==> config.mk <==
export PLATFORM = sky130hd
export DESIGN_NAME = sdram_rom_loader_flat
export DESIGN_NICKNAME = d
export VERILOG_FILES = /design/src/rtl/sdram_rom_loader_if.sv /design/src/rtl/sdram_rom_loader.sv /design/src/flat_wrapper.sv
export SDC_FILE = /design/constraint.sdc
export NUM_CORES = 1
export LEC_CHECK = 0
export CORE_UTILIZATION = 30
export CTS_CLUSTER_SIZE = 25
export DETAILED_ROUTE_END_ITERATION = 8
export MAX_ROUTING_LAYER = met4
export PLACE_DENSITY = 0.53
export SETUP_SLACK_MARGIN = 0.4
export SYNTH_ARGS = -nofsm -noshare
export SYNTH_HDL_FRONTEND = slang
export SYNTH_SLANG_ARGS = --single-unit
export TNS_END_PERCENT = 100
==> constraint.sdc <==
create_clock -name clk -period 6.3 [get_ports clk]
set_input_delay 1.26 -clock clk [delete_from_list [all_inputs] [get_ports clk]]
set_output_delay 1.26 -clock clk [all_outputs]
set_load 0.02 [all_outputs]
==> src/rtl/sdram_rom_loader_if.sv <==
//----------------------------------------------------------------------------
// sdram_rom_loader_if : hps_io download bus plus the SDRAM port1/port2 write pairs. Rev 1.0
//----------------------------------------------------------------------------
`default_nettype none

interface sdram_rom_loader_if #(
  parameter int ADDR_W = 25
) ();
  logic              dl_active;
  logic              dl_wr;
  logic [ADDR_W-1:0] dl_addr;
  logic [7:0]        dl_data;
  logic              dl_wait;
  logic              dl_done;

  logic              port1_req;
  logic              port1_ack;
  logic              port1_we;
  logic [22:0]       port1_a;
  logic [1:0]        port1_ds;
  logic [15:0]       port1_d;

  logic              port2_req;
  logic              port2_ack;
  logic              port2_we;
  logic [22:0]       port2_a;
  logic [1:0]        port2_ds;
  logic [15:0]       port2_d;

  modport master (
    input  dl_active, dl_wr, dl_addr, dl_data, port1_ack, port2_ack,
    output dl_wait, dl_done,
           port1_req, port1_we, port1_a, port1_ds, port1_d,
           port2_req, port2_we, port2_a, port2_ds, port2_d
  );

  modport slave (
    output dl_active, dl_wr, dl_addr, dl_data, port1_ack, port2_ack,
    input  dl_wait, dl_done,
           port1_req, port1_we, port1_a, port1_ds, port1_d,
           port2_req, port2_we, port2_a, port2_ds, port2_d
  );
endinterface

`default_nettype wire

==> src/rtl/sdram_rom_loader.sv <==
//----------------------------------------------------------------------------
// sdram_rom_loader : pairs ROM download bytes into 16-bit SDRAM port1/port2 writes. Rev 1.0
//----------------------------------------------------------------------------
`default_nettype none

module sdram_rom_loader #(
  parameter int                ADDR_W   = 25,
  parameter logic [ADDR_W-1:0] GFX_BASE = 25'h0080000
) (
  input  logic               clk,
  input  logic               reset,
  sdram_rom_loader_if.master bus
);

  localparam logic [1:0] S_IDLE  = 2'd0;
  localparam logic [1:0] S_ISSUE = 2'd1;
  localparam logic [1:0] S_WAIT  = 2'd2;

  logic [1:0]        state_q, state_d;
  logic              pend_valid_q, pend_valid_d;
  logic [ADDR_W-1:0] pend_addr_q, pend_addr_d;
  logic [7:0]        pend_data_q, pend_data_d;
  logic              req_valid_q, req_valid_d;
  logic              req_port_q, req_port_d;
  logic [22:0]       req_a_q, req_a_d;
  logic [1:0]        req_ds_q, req_ds_d;
  logic [15:0]       req_d_q, req_d_d;
  logic              p1_req_q, p1_req_d;
  logic              p2_req_q, p2_req_d;
  logic              act_q;
  logic              armed_q, armed_d;
  logic              done_q, done_d;

  logic              w_wait, w_accept, w_pair, w_load, w_hi;
  logic [1:0]        w_load_ds;
  logic [15:0]       w_load_d;
  logic [ADDR_W-1:0] w_off;
  logic              w_unused_off;

  assign w_wait   = pend_valid_q & req_valid_q;
  assign w_accept = bus.dl_wr & ~w_wait;
  assign w_pair   = pend_valid_q & ~pend_addr_q[0] &
                    (bus.dl_addr == pend_addr_q + ADDR_W'(1));

  // Every REQ load takes its address from the PEND byte, so routing only looks at PEND.
  assign w_hi         = (pend_addr_q >= GFX_BASE);
  assign w_off        = w_hi ? pend_addr_q - GFX_BASE : pend_addr_q;
  assign w_unused_off = ^{w_off[ADDR_W-1:24], w_off[0]};

  always_comb begin
    w_load       = 1'b0;
    w_load_ds    = pend_addr_q[0] ? 2'b10 : 2'b01;
    w_load_d     = {pend_data_q, pend_data_q};
    pend_valid_d = pend_valid_q;
    pend_addr_d  = pend_addr_q;
    pend_data_d  = pend_data_q;
    if (w_accept) begin
      if (!pend_valid_q) begin
        pend_valid_d = 1'b1;
        pend_addr_d  = bus.dl_addr;
        pend_data_d  = bus.dl_data;
      end else if (w_pair) begin
        w_load       = 1'b1;
        w_load_ds    = 2'b11;
        w_load_d     = {bus.dl_data, pend_data_q};
        pend_valid_d = 1'b0;
      end else begin
        w_load       = 1'b1;
        pend_addr_d  = bus.dl_addr;
        pend_data_d  = bus.dl_data;
      end
    end else if (!req_valid_q && pend_valid_q && (pend_addr_q[0] || !bus.dl_active)) begin
      w_load       = 1'b1;
      pend_valid_d = 1'b0;
    end
  end

  always_comb begin
    state_d     = state_q;
    req_valid_d = req_valid_q;
    req_port_d  = req_port_q;
    req_a_d     = req_a_q;
    req_ds_d    = req_ds_q;
    req_d_d     = req_d_q;
    p1_req_d    = p1_req_q;
    p2_req_d    = p2_req_q;
    case (state_q)
      S_IDLE: begin
        if (w_load) begin
          req_valid_d = 1'b1;
          req_port_d  = w_hi;
          req_a_d     = w_off[23:1];
          req_ds_d    = w_load_ds;
          req_d_d     = w_load_d;
          state_d     = S_ISSUE;
        end
      end
      S_ISSUE: begin
        if (req_port_q) p2_req_d = ~p2_req_q;
        else            p1_req_d = ~p1_req_q;
        state_d = S_WAIT;
      end
      S_WAIT: begin
        if (req_port_q ? (p2_req_q == bus.port2_ack) : (p1_req_q == bus.port1_ack)) begin
          req_valid_d = 1'b0;
          state_d     = S_IDLE;
        end
      end
      default: state_d = S_IDLE;
    endcase

    // armed_q keeps dl_done from rising before any download has been seen.
    armed_d = armed_q | bus.dl_active;
    done_d  = done_q;
    if (bus.dl_active && !act_q) begin
      done_d = 1'b0;
    end else if (armed_q && !bus.dl_active && !pend_valid_q && !req_valid_q) begin
      done_d  = 1'b1;
      armed_d = 1'b0;
    end
  end

  always_ff @(posedge clk) begin
    if (reset) begin
      state_q      <= S_IDLE;
      pend_valid_q <= 1'b0;
      pend_addr_q  <= '0;
      pend_data_q  <= '0;
      req_valid_q  <= 1'b0;
      req_port_q   <= 1'b0;
      req_a_q      <= '0;
      req_ds_q     <= '0;
      req_d_q      <= '0;
      p1_req_q     <= bus.port1_ack;
      p2_req_q     <= bus.port2_ack;
      act_q        <= 1'b0;
      armed_q      <= 1'b0;
      done_q       <= 1'b0;
    end else begin
      state_q      <= state_d;
      pend_valid_q <= pend_valid_d;
      pend_addr_q  <= pend_addr_d;
      pend_data_q  <= pend_data_d;
      req_valid_q  <= req_valid_d;
      req_port_q   <= req_port_d;
      req_a_q      <= req_a_d;
      req_ds_q     <= req_ds_d;
      req_d_q      <= req_d_d;
      p1_req_q     <= p1_req_d;
      p2_req_q     <= p2_req_d;
      act_q        <= bus.dl_active;
      armed_q      <= armed_d;
      done_q       <= done_d;
    end
  end

  assign bus.dl_wait   = w_wait;
  assign bus.dl_done   = done_q;
  assign bus.port1_req = p1_req_q;
  assign bus.port1_we  = 1'b1;
  assign bus.port1_a   = req_a_q;
  assign bus.port1_ds  = req_ds_q;
  assign bus.port1_d   = req_d_q;
  assign bus.port2_req = p2_req_q;
  assign bus.port2_we  = 1'b1;
  assign bus.port2_a   = req_a_q;
  assign bus.port2_ds  = req_ds_q;
  assign bus.port2_d   = req_d_q;

endmodule

`default_nettype wire

==> src/flat_wrapper.sv <==
// flat-port wrapper written by rule: the top's interface ports become plain ports
module sdram_rom_loader_flat 
#(
  parameter int                ADDR_W   = 25,
  parameter logic [ADDR_W-1:0] GFX_BASE = 25'h0080000
)
  (clk, reset, bus_dl_active, bus_dl_wr, bus_dl_addr, bus_dl_data, bus_port1_ack, bus_port2_ack, bus_dl_wait, bus_dl_done, bus_port1_req, bus_port1_we, bus_port1_a, bus_port1_ds, bus_port1_d, bus_port2_req, bus_port2_we, bus_port2_a, bus_port2_ds, bus_port2_d);
  sdram_rom_loader_if #(.ADDR_W(ADDR_W)) bus_i ();
  input  logic clk;
  input  logic reset;
  input wire logic [$bits(bus_i.dl_active)-1:0] bus_dl_active;
  input wire logic [$bits(bus_i.dl_wr)-1:0] bus_dl_wr;
  input wire logic [$bits(bus_i.dl_addr)-1:0] bus_dl_addr;
  input wire logic [$bits(bus_i.dl_data)-1:0] bus_dl_data;
  input wire logic [$bits(bus_i.port1_ack)-1:0] bus_port1_ack;
  input wire logic [$bits(bus_i.port2_ack)-1:0] bus_port2_ack;
  output wire logic [$bits(bus_i.dl_wait)-1:0] bus_dl_wait;
  output wire logic [$bits(bus_i.dl_done)-1:0] bus_dl_done;
  output wire logic [$bits(bus_i.port1_req)-1:0] bus_port1_req;
  output wire logic [$bits(bus_i.port1_we)-1:0] bus_port1_we;
  output wire logic [$bits(bus_i.port1_a)-1:0] bus_port1_a;
  output wire logic [$bits(bus_i.port1_ds)-1:0] bus_port1_ds;
  output wire logic [$bits(bus_i.port1_d)-1:0] bus_port1_d;
  output wire logic [$bits(bus_i.port2_req)-1:0] bus_port2_req;
  output wire logic [$bits(bus_i.port2_we)-1:0] bus_port2_we;
  output wire logic [$bits(bus_i.port2_a)-1:0] bus_port2_a;
  output wire logic [$bits(bus_i.port2_ds)-1:0] bus_port2_ds;
  output wire logic [$bits(bus_i.port2_d)-1:0] bus_port2_d;
  assign bus_i.dl_active = bus_dl_active;
  assign bus_i.dl_wr = bus_dl_wr;
  assign bus_i.dl_addr = bus_dl_addr;
  assign bus_i.dl_data = bus_dl_data;
  assign bus_i.port1_ack = bus_port1_ack;
  assign bus_i.port2_ack = bus_port2_ack;
  assign bus_dl_wait = bus_i.dl_wait;
  assign bus_dl_done = bus_i.dl_done;
  assign bus_port1_req = bus_i.port1_req;
  assign bus_port1_we = bus_i.port1_we;
  assign bus_port1_a = bus_i.port1_a;
  assign bus_port1_ds = bus_i.port1_ds;
  assign bus_port1_d = bus_i.port1_d;
  assign bus_port2_req = bus_i.port2_req;
  assign bus_port2_we = bus_i.port2_we;
  assign bus_port2_a = bus_i.port2_a;
  assign bus_port2_ds = bus_i.port2_ds;
  assign bus_port2_d = bus_i.port2_d;
  sdram_rom_loader #(.ADDR_W(ADDR_W), .GFX_BASE(GFX_BASE)) u_core (.clk(clk), .reset(reset), .bus(bus_i));
endmodule
* After elaboration in Yosys (flattened, before gate mapping) *
Cells that the tools add are included.

word-level totals
  register bits after elaboration = 84
  bits of input ports = 39
  word-level logic and storage cells = 92

cells by class
  add/sub/neg operators = 2
  magnitude comparators = 1
  eq/ne operators = 9
  multiplexer cells = 34
  bitwise operators = 9
  reduce and logical (&&, ||, !) cells = 23

operators by type and width
  kind                                                                 number
  two-way mux 25 bit                                                   2
  two-way mux 16 bit                                                   3
  adder 25 x 1 -> 25 bit, second input constant                        1
  equality test 25 bit                                                 1
  greater-or-equal comparator 25 x 20 -> 1 bit, second input constant  1
  two-way mux 24 bit                                                   1
  subtractor 24 x 20 -> 24 bit, second input constant                  1
  two-way mux 1 bit                                                    18
  two-way mux 8 bit                                                    2
  two-way mux 2 bit                                                    6
  AND reduction 2 bit                                                  5
  nonzero test 2 bit                                                   4
  logical AND 1 bit                                                    6
  case mux 2 bit (3 select lines)                                      1
  bitwise AND 1 bit                                                    4
  logical NOT 1 bit                                                    4
  != test 2 x 1 -> 1 bit, second input constant                        2
  != test 2 bit, second input constant                                 2
  inverter 1 bit                                                       4
  AND reduction 3 bit                                                  1
  equality test 1 bit                                                  2
  equality test 2 x 1 -> 1 bit, second input constant                  1
  equality test 2 bit, second input constant                           1
  logical NOT 2 bit                                                    1
  4 further kinds                                                      4

* Longest topological paths before layout *
  depth in word-level cells = 7
  depth in mapped cells = 13
  depth with buffers taken out = 10

* Worst setup path after synthesis *
OpenSTA, ideal clock, no wires.

  path kind = input to register
  start point = input port bus_dl_addr[24]
  end point = register u_core.req_d_q[10] (netlist: u_core.bus.port1_d[10])
  arrival = 3.151 ns
  required time = 6.209 ns
  path slack = 3.058 ns
  stages = 8
  cell sequence = xnor2_1 or4bb_1 a31oi_1 o22ai_1 nor4_2 nand4_4 or3_1 a311oi_1

on the way
  longest elaborated chain between the ends = 5

RTL lines
  element               RTL line                 RTL
  start, declared       flat_wrapper.sv:13       input wire logic [$bits(bus_i.dl_addr)-1:0] bus_dl_addr;
  equality test 25 bit  sdram_rom_loader.sv:43   (bus.dl_addr == pend_addr_q + ADDR_W'(1));
  bitwise AND 1 bit     sdram_rom_loader.sv:42   assign w_pair = pend_valid_q & ~pend_addr_q[0] &
  two-way mux 16 bit    sdram_rom_loader.sv:62   end else if (w_pair) begin
  two-way mux 16 bit    sdram_rom_loader.sv:58   if (!pend_valid_q) begin
  two-way mux 16 bit    sdram_rom_loader.sv:57   if (w_accept) begin
  end signal, assigned  sdram_rom_loader.sv:148  req_d_q <= req_d_d;
  end, declared         sdram_rom_loader.sv:27   logic [15:0] req_d_q, req_d_d;

Every way passes these cells.
A chain may end at the register's enable or synchronous reset.

* Worst setup path in the final report *
  start point = input port bus_dl_addr[6]
  end point = register u_core.pend_addr_q[23]

on the way
  longest elaborated chain between the ends = 4

RTL lines
  element                               RTL line                 RTL
  equality test 25 bit                  sdram_rom_loader.sv:43
  bitwise AND 1 bit                     sdram_rom_loader.sv:42
  != test 2 bit (no source line)        -
  AND reduction 2 bit (no source line)  -
  end signal, assigned                  sdram_rom_loader.sv:142  pend_addr_q <= pend_addr_d;
  end, declared                         sdram_rom_loader.sv:21   logic [ADDR_W-1:0] pend_addr_q, pend_addr_d;

Every way passes these cells.

==> summary by stage <==
Status
The flow ran to the end, and the final reports show no timing, DRC or antenna violations.

Logic synthesis
The share of synthesized registers carrying an async set or reset is 0%. The dominant synthesized flop cell is sky130_fd_sc_hd__dfxtp_1. In this run, synthesis inferred 2 flip-flops with an integrated enable. In the post-synthesis netlist, the biggest area contributors are sky130_fd_sc_hd__dfxtp_1 (34%), sky130_fd_sc_hd__nand2b_1 (8.5%), sky130_fd_sc_hd__mux2i_1 (7.4%). The count of warnings emitted by yosys is 0. The flip-flop and latch count after synthesis is 84.

The combined area of all synthesized cells is 4880 µm². The top cell type's share of synthesized area is 33.6%. The count of mapped cells out of synthesis is 594.

The post-synthesis cell type count is 59. The sequential-to-total area share from yosys stat is 34.9%. The mean post-synth cell area is approximately 8 µm². The largest total area in the synthesized netlist belongs to sky130_fd_sc_hd__dfxtp_1.

Place
Once detailed placement completed, the half-perimeter wirelength came to 9140 µm. The count of port buffers added during placement is 124. Summing all placed instances gives a cell area of just under 6000 µm².

The congestion estimate from routability-driven global placement came to just over 0.8.

Route
The number of antenna-violating nets in the routed design is 0. The detailed-route wire length on metal 1 is roughly 5900 µm. In the final routed layout, each cell accounts on average for 14.3 µm. The detailed route wirelength on metal3 is between 400 and 500 µm. The detailed router used layers up to and including met4.

The routed length on met2 is ~5800 µm. The via total after detailed routing is 4068. The number of violations reported at the end of detailed-routing iteration 0 is 260.

For this block, the routed nets add up to approximately 12000 µm of wire. The DRC violations left is 0. The number of iterations in the first detailed-routing pass is 5. After detailed routing, the number of vias per cell comes to 4.68.

Pwr
For this design the total switching power over the nets is approximately 420 µW. The total power divided by cell area is 227 nW/µm². Per report_power, the clock group accounts for between 30% and 40% of the total. The internal power of the cells totals a little under 1 mW. The proportion of total power due to net switching is between 20% and 30%. Across the VDD grid, the largest voltage drop is roughly 0.00015 V.

The leakage component of the power is approximately 2.2 nW. The completed layout was analyzed and its total power is 1.41 mW. Of the total power, combinational logic draws 20.6%. Sequential cells burn a little over two fifths of the power.

STA
The final critical path takes up between 60% and 70% of the cycle. Subtracting the final worst setup slack from the clock period gives roughly 4100 ps. Derived from the worst setup path, the maximum achievable clock frequency is about 240 MHz. The setup total negative slack is 0 ps.

The tightest hold path in the finished design has a slack of around 470 ps. The number of setup violations in the final report is 0. Setup repair after global routing left no endpoint under its margin.

The final hold violation count is 0. The number of max-slew violations in the final report is 0. On the final layout, the worst clock skew is about 7.3 ps. The headroom to the max-slew limit is between 10% and 20%. At the pin with the least slew margin, the transition time is 1190 ps.

Die
The I/O pin total is between 100 and 150. The die footprint is between 15000 and 20000 µm². The chip width is 130 µm. The site row count is 46. The initial cell density of the core is between 30% and 40%. The core area is 15900 µm². The die is around 130 µm tall.

Cells and area
The final instance area is a little over 6000 µm². The number of antenna diodes in the final layout is 0. The final layout net count is 692. The synthesis-to-layout area growth is 26.9%. Of the cells placed in the final design, the portion with a size suffix greater than 1 is about 4.7%.

Hold path
The path class of the tightest hold or removal check is register to register.

Clocking
The post-CTS setup buffer count is 0. Counting every sink on the clock net gives 84. The deepest clock path buffer count is 2. The clock latency of the later-clocked register in the worst-skew pair is ~350 ps. Clock tree synthesis selected as its root buffer the cell sky130_fd_sc_hd__clkbuf_16. After clock tree synthesis, the clock-pin slew on the worst setup and hold paths is approximately 60 ps. The number of levels in the clock H-tree is 3. The number of buffers added by the clock tree synthesis step is 9. In this run, post-CTS repair resized a total of 0 instances. TritonCTS built the clock tree. The number of hold buffers added after CTS was 0.

Setup path
Among cell families on the critical path, the largest total delay comes from simple AND/OR/NAND/NOR gates. The most numerous cell type found on the critical path is sky130_fd_sc_hd__a21oi_1. On the worst path, the slowest cell contributes a delay of about 850 ps.

The type of the setup path with the least slack is input port to register. The worst setup path is captured at a register. In this run the worst path has a maximum fanout of 25.

The critical path data arrival time is about 4400 ps. The launching element type of the critical path is an input port. The signal on the critical path passes through clkdlybuf4s50_1, xor2_1, a21oi_1, a211oi_1, a21oi_1, and4_1, nand4_4, nor2b_4, buf_4, mux2i_1. The worst path buffer plus inverter count is 2. At the worst endpoint, the required time is roughly 6600 ps. The library cell contributing the largest single delay on the critical path is sky130_fd_sc_hd__nor2b_4.

Global routing
Entering global routing, the biggest net connects 79 pins. The initial antenna violation count is 0. The number of global-route vias before repair is approximately 3900.

The total global-route track usage is 16.0%. The wire length of the first global-routing pass is 20200 µm. The aggregate global routing overflow is 0.

Run
The reported max-cap violation count is 0.
-- sequential cells by signal, indices dropped and copies added (netlist names), 2 cells and up --
signal	flops
u_core.bus.port1_a	23
u_core.bus.port1_d	16
u_core.pend_addr_q	25
u_core.pend_data_q	8
u_core.bus.port1_ds	2
u_core.state_q	2
-- area by class of cell --
| type | count | area, µm² |
|---|---|---|
| multi-input combinational | 412 | 2630 |
| sequential | 84 | 1700 |
| inverter | 14 | 52.6 |
| tap | 216 | 270 |
| fill | 1656 | 9690 |
| clock inverter | 5 | 35.0 |
| clock buffer | 11 | 243 |
| timing repair buffer | 128 | 1270 |
-- through the flow --
| step | utilization, % | instances | setup WS, ps |
|---|---|---|---|
| 2_1_floorplan | - | 595 | 3060 |
| 3_3_place_gp | 37.2 | 854 | 1940 |
| 3_5_place_dp | 37.2 | 854 | 1840 |
| 4_1_cts | 39.0 | 870 | 2190 |
| 5_1_grt | 39.0 | 870 | 1970 |
| 6_report | 39.0 | 870 | 2200 |
-- cell usage after synthesis, drive strengths merged (7+ instances only) --
master,n
nand2,78
dfxtp,82
mux2i,36
nand3,15
o21ai,21
nand4,11
nor4,7
xnor2,19
a311oi,8
inv,14
nand2b,66
xor2,15
clkbuf,32
a21oi,37
or3,9
nor3,9
nor2,27
buf,53
-- kinds of logic (layout without fill, tap and decap cells) --
| family | Yosys count | after routing | synth area share [%] |
|---|---|---|---|
| and+or+nand+nor | 246 | 246 | 27.1 |
| adders and majority gates | 5 | 5 | 1.23 |
| other | 1 | 2 | 0.0768 |
| xor gates and xnor gates | 35 | 35 | 6.56 |
| muxes | 37 | 37 | 7.62 |
| DFF | 84 | 84 | 34.9 |
| AOI/OAI and AO/OA | 87 | 87 | 10.8 |
| buffers and inverters | 99 | 158 | 11.7 |
-- layer usage --
metal  vias up  GRT usage [%]
met2        93           25.4
li1       2088              -
met4         0           7.05
met3        16           2.35
met1      1871           20.1
met5         -              -
-- power by group through the flow --
stage                     combinational, mW  sequential [mW]  clock, mW
after CTS                             0.293            0.614      0.516
after global routing                  0.319            0.621      0.537
after detailed placement              0.291            0.626          0
final                                 0.290            0.614      0.505
after global placement                0.289            0.624          0
after floorplan                       0.193            0.620          0
-- worst reg2reg max path: cells and delay by family (launching register included) --
kind / cells / cell delay (ps)
buffers and inverters: 1 / 350
adder cells (fa/ha/maj): 1 / 270
multiplexers: 2 / 380
flip-flops: 1 / 530
AO/OA/AOI/OAI: 1 / 100
AND/OR/NAND/NOR: 5 / 1960
-- final timing paths --
kind | start | end | slack (ps) | depth (start not counted)
worst max-delay path | bus_dl_addr[6] | u_core.pend_addr_q[23] | 2200 | 10
worst min-delay path | u_core.bus.port1_a[15] | u_core.bus.port1_a[15] | 470 | 2
worst max register to register | u_core.pend_addr_q[0] | u_core.pend_addr_q[23] | 2630 | 10
worst min register to register | u_core.bus.port1_a[15] | u_core.bus.port1_a[15] | 470 | 2
-- cell usage in the layout, fill, tap and decap left out, types with 15 or more instances in the layout --
cell,count
sky130_fd_sc_hd__xor2_1,15
sky130_fd_sc_hd__a21oi_1,37
sky130_fd_sc_hd__nand2b_1,66
sky130_fd_sc_hd__nand2_1,78
sky130_fd_sc_hd__xnor2_1,19
sky130_fd_sc_hd__o21ai_0,20
sky130_fd_sc_hd__mux2i_1,36
sky130_fd_sc_hd__clkdlybuf4s50_1,123
sky130_fd_sc_hd__dfxtp_1,82
sky130_fd_sc_hd__nor2_1,27
No activity file was read; power rests on OpenSTA's default activity.
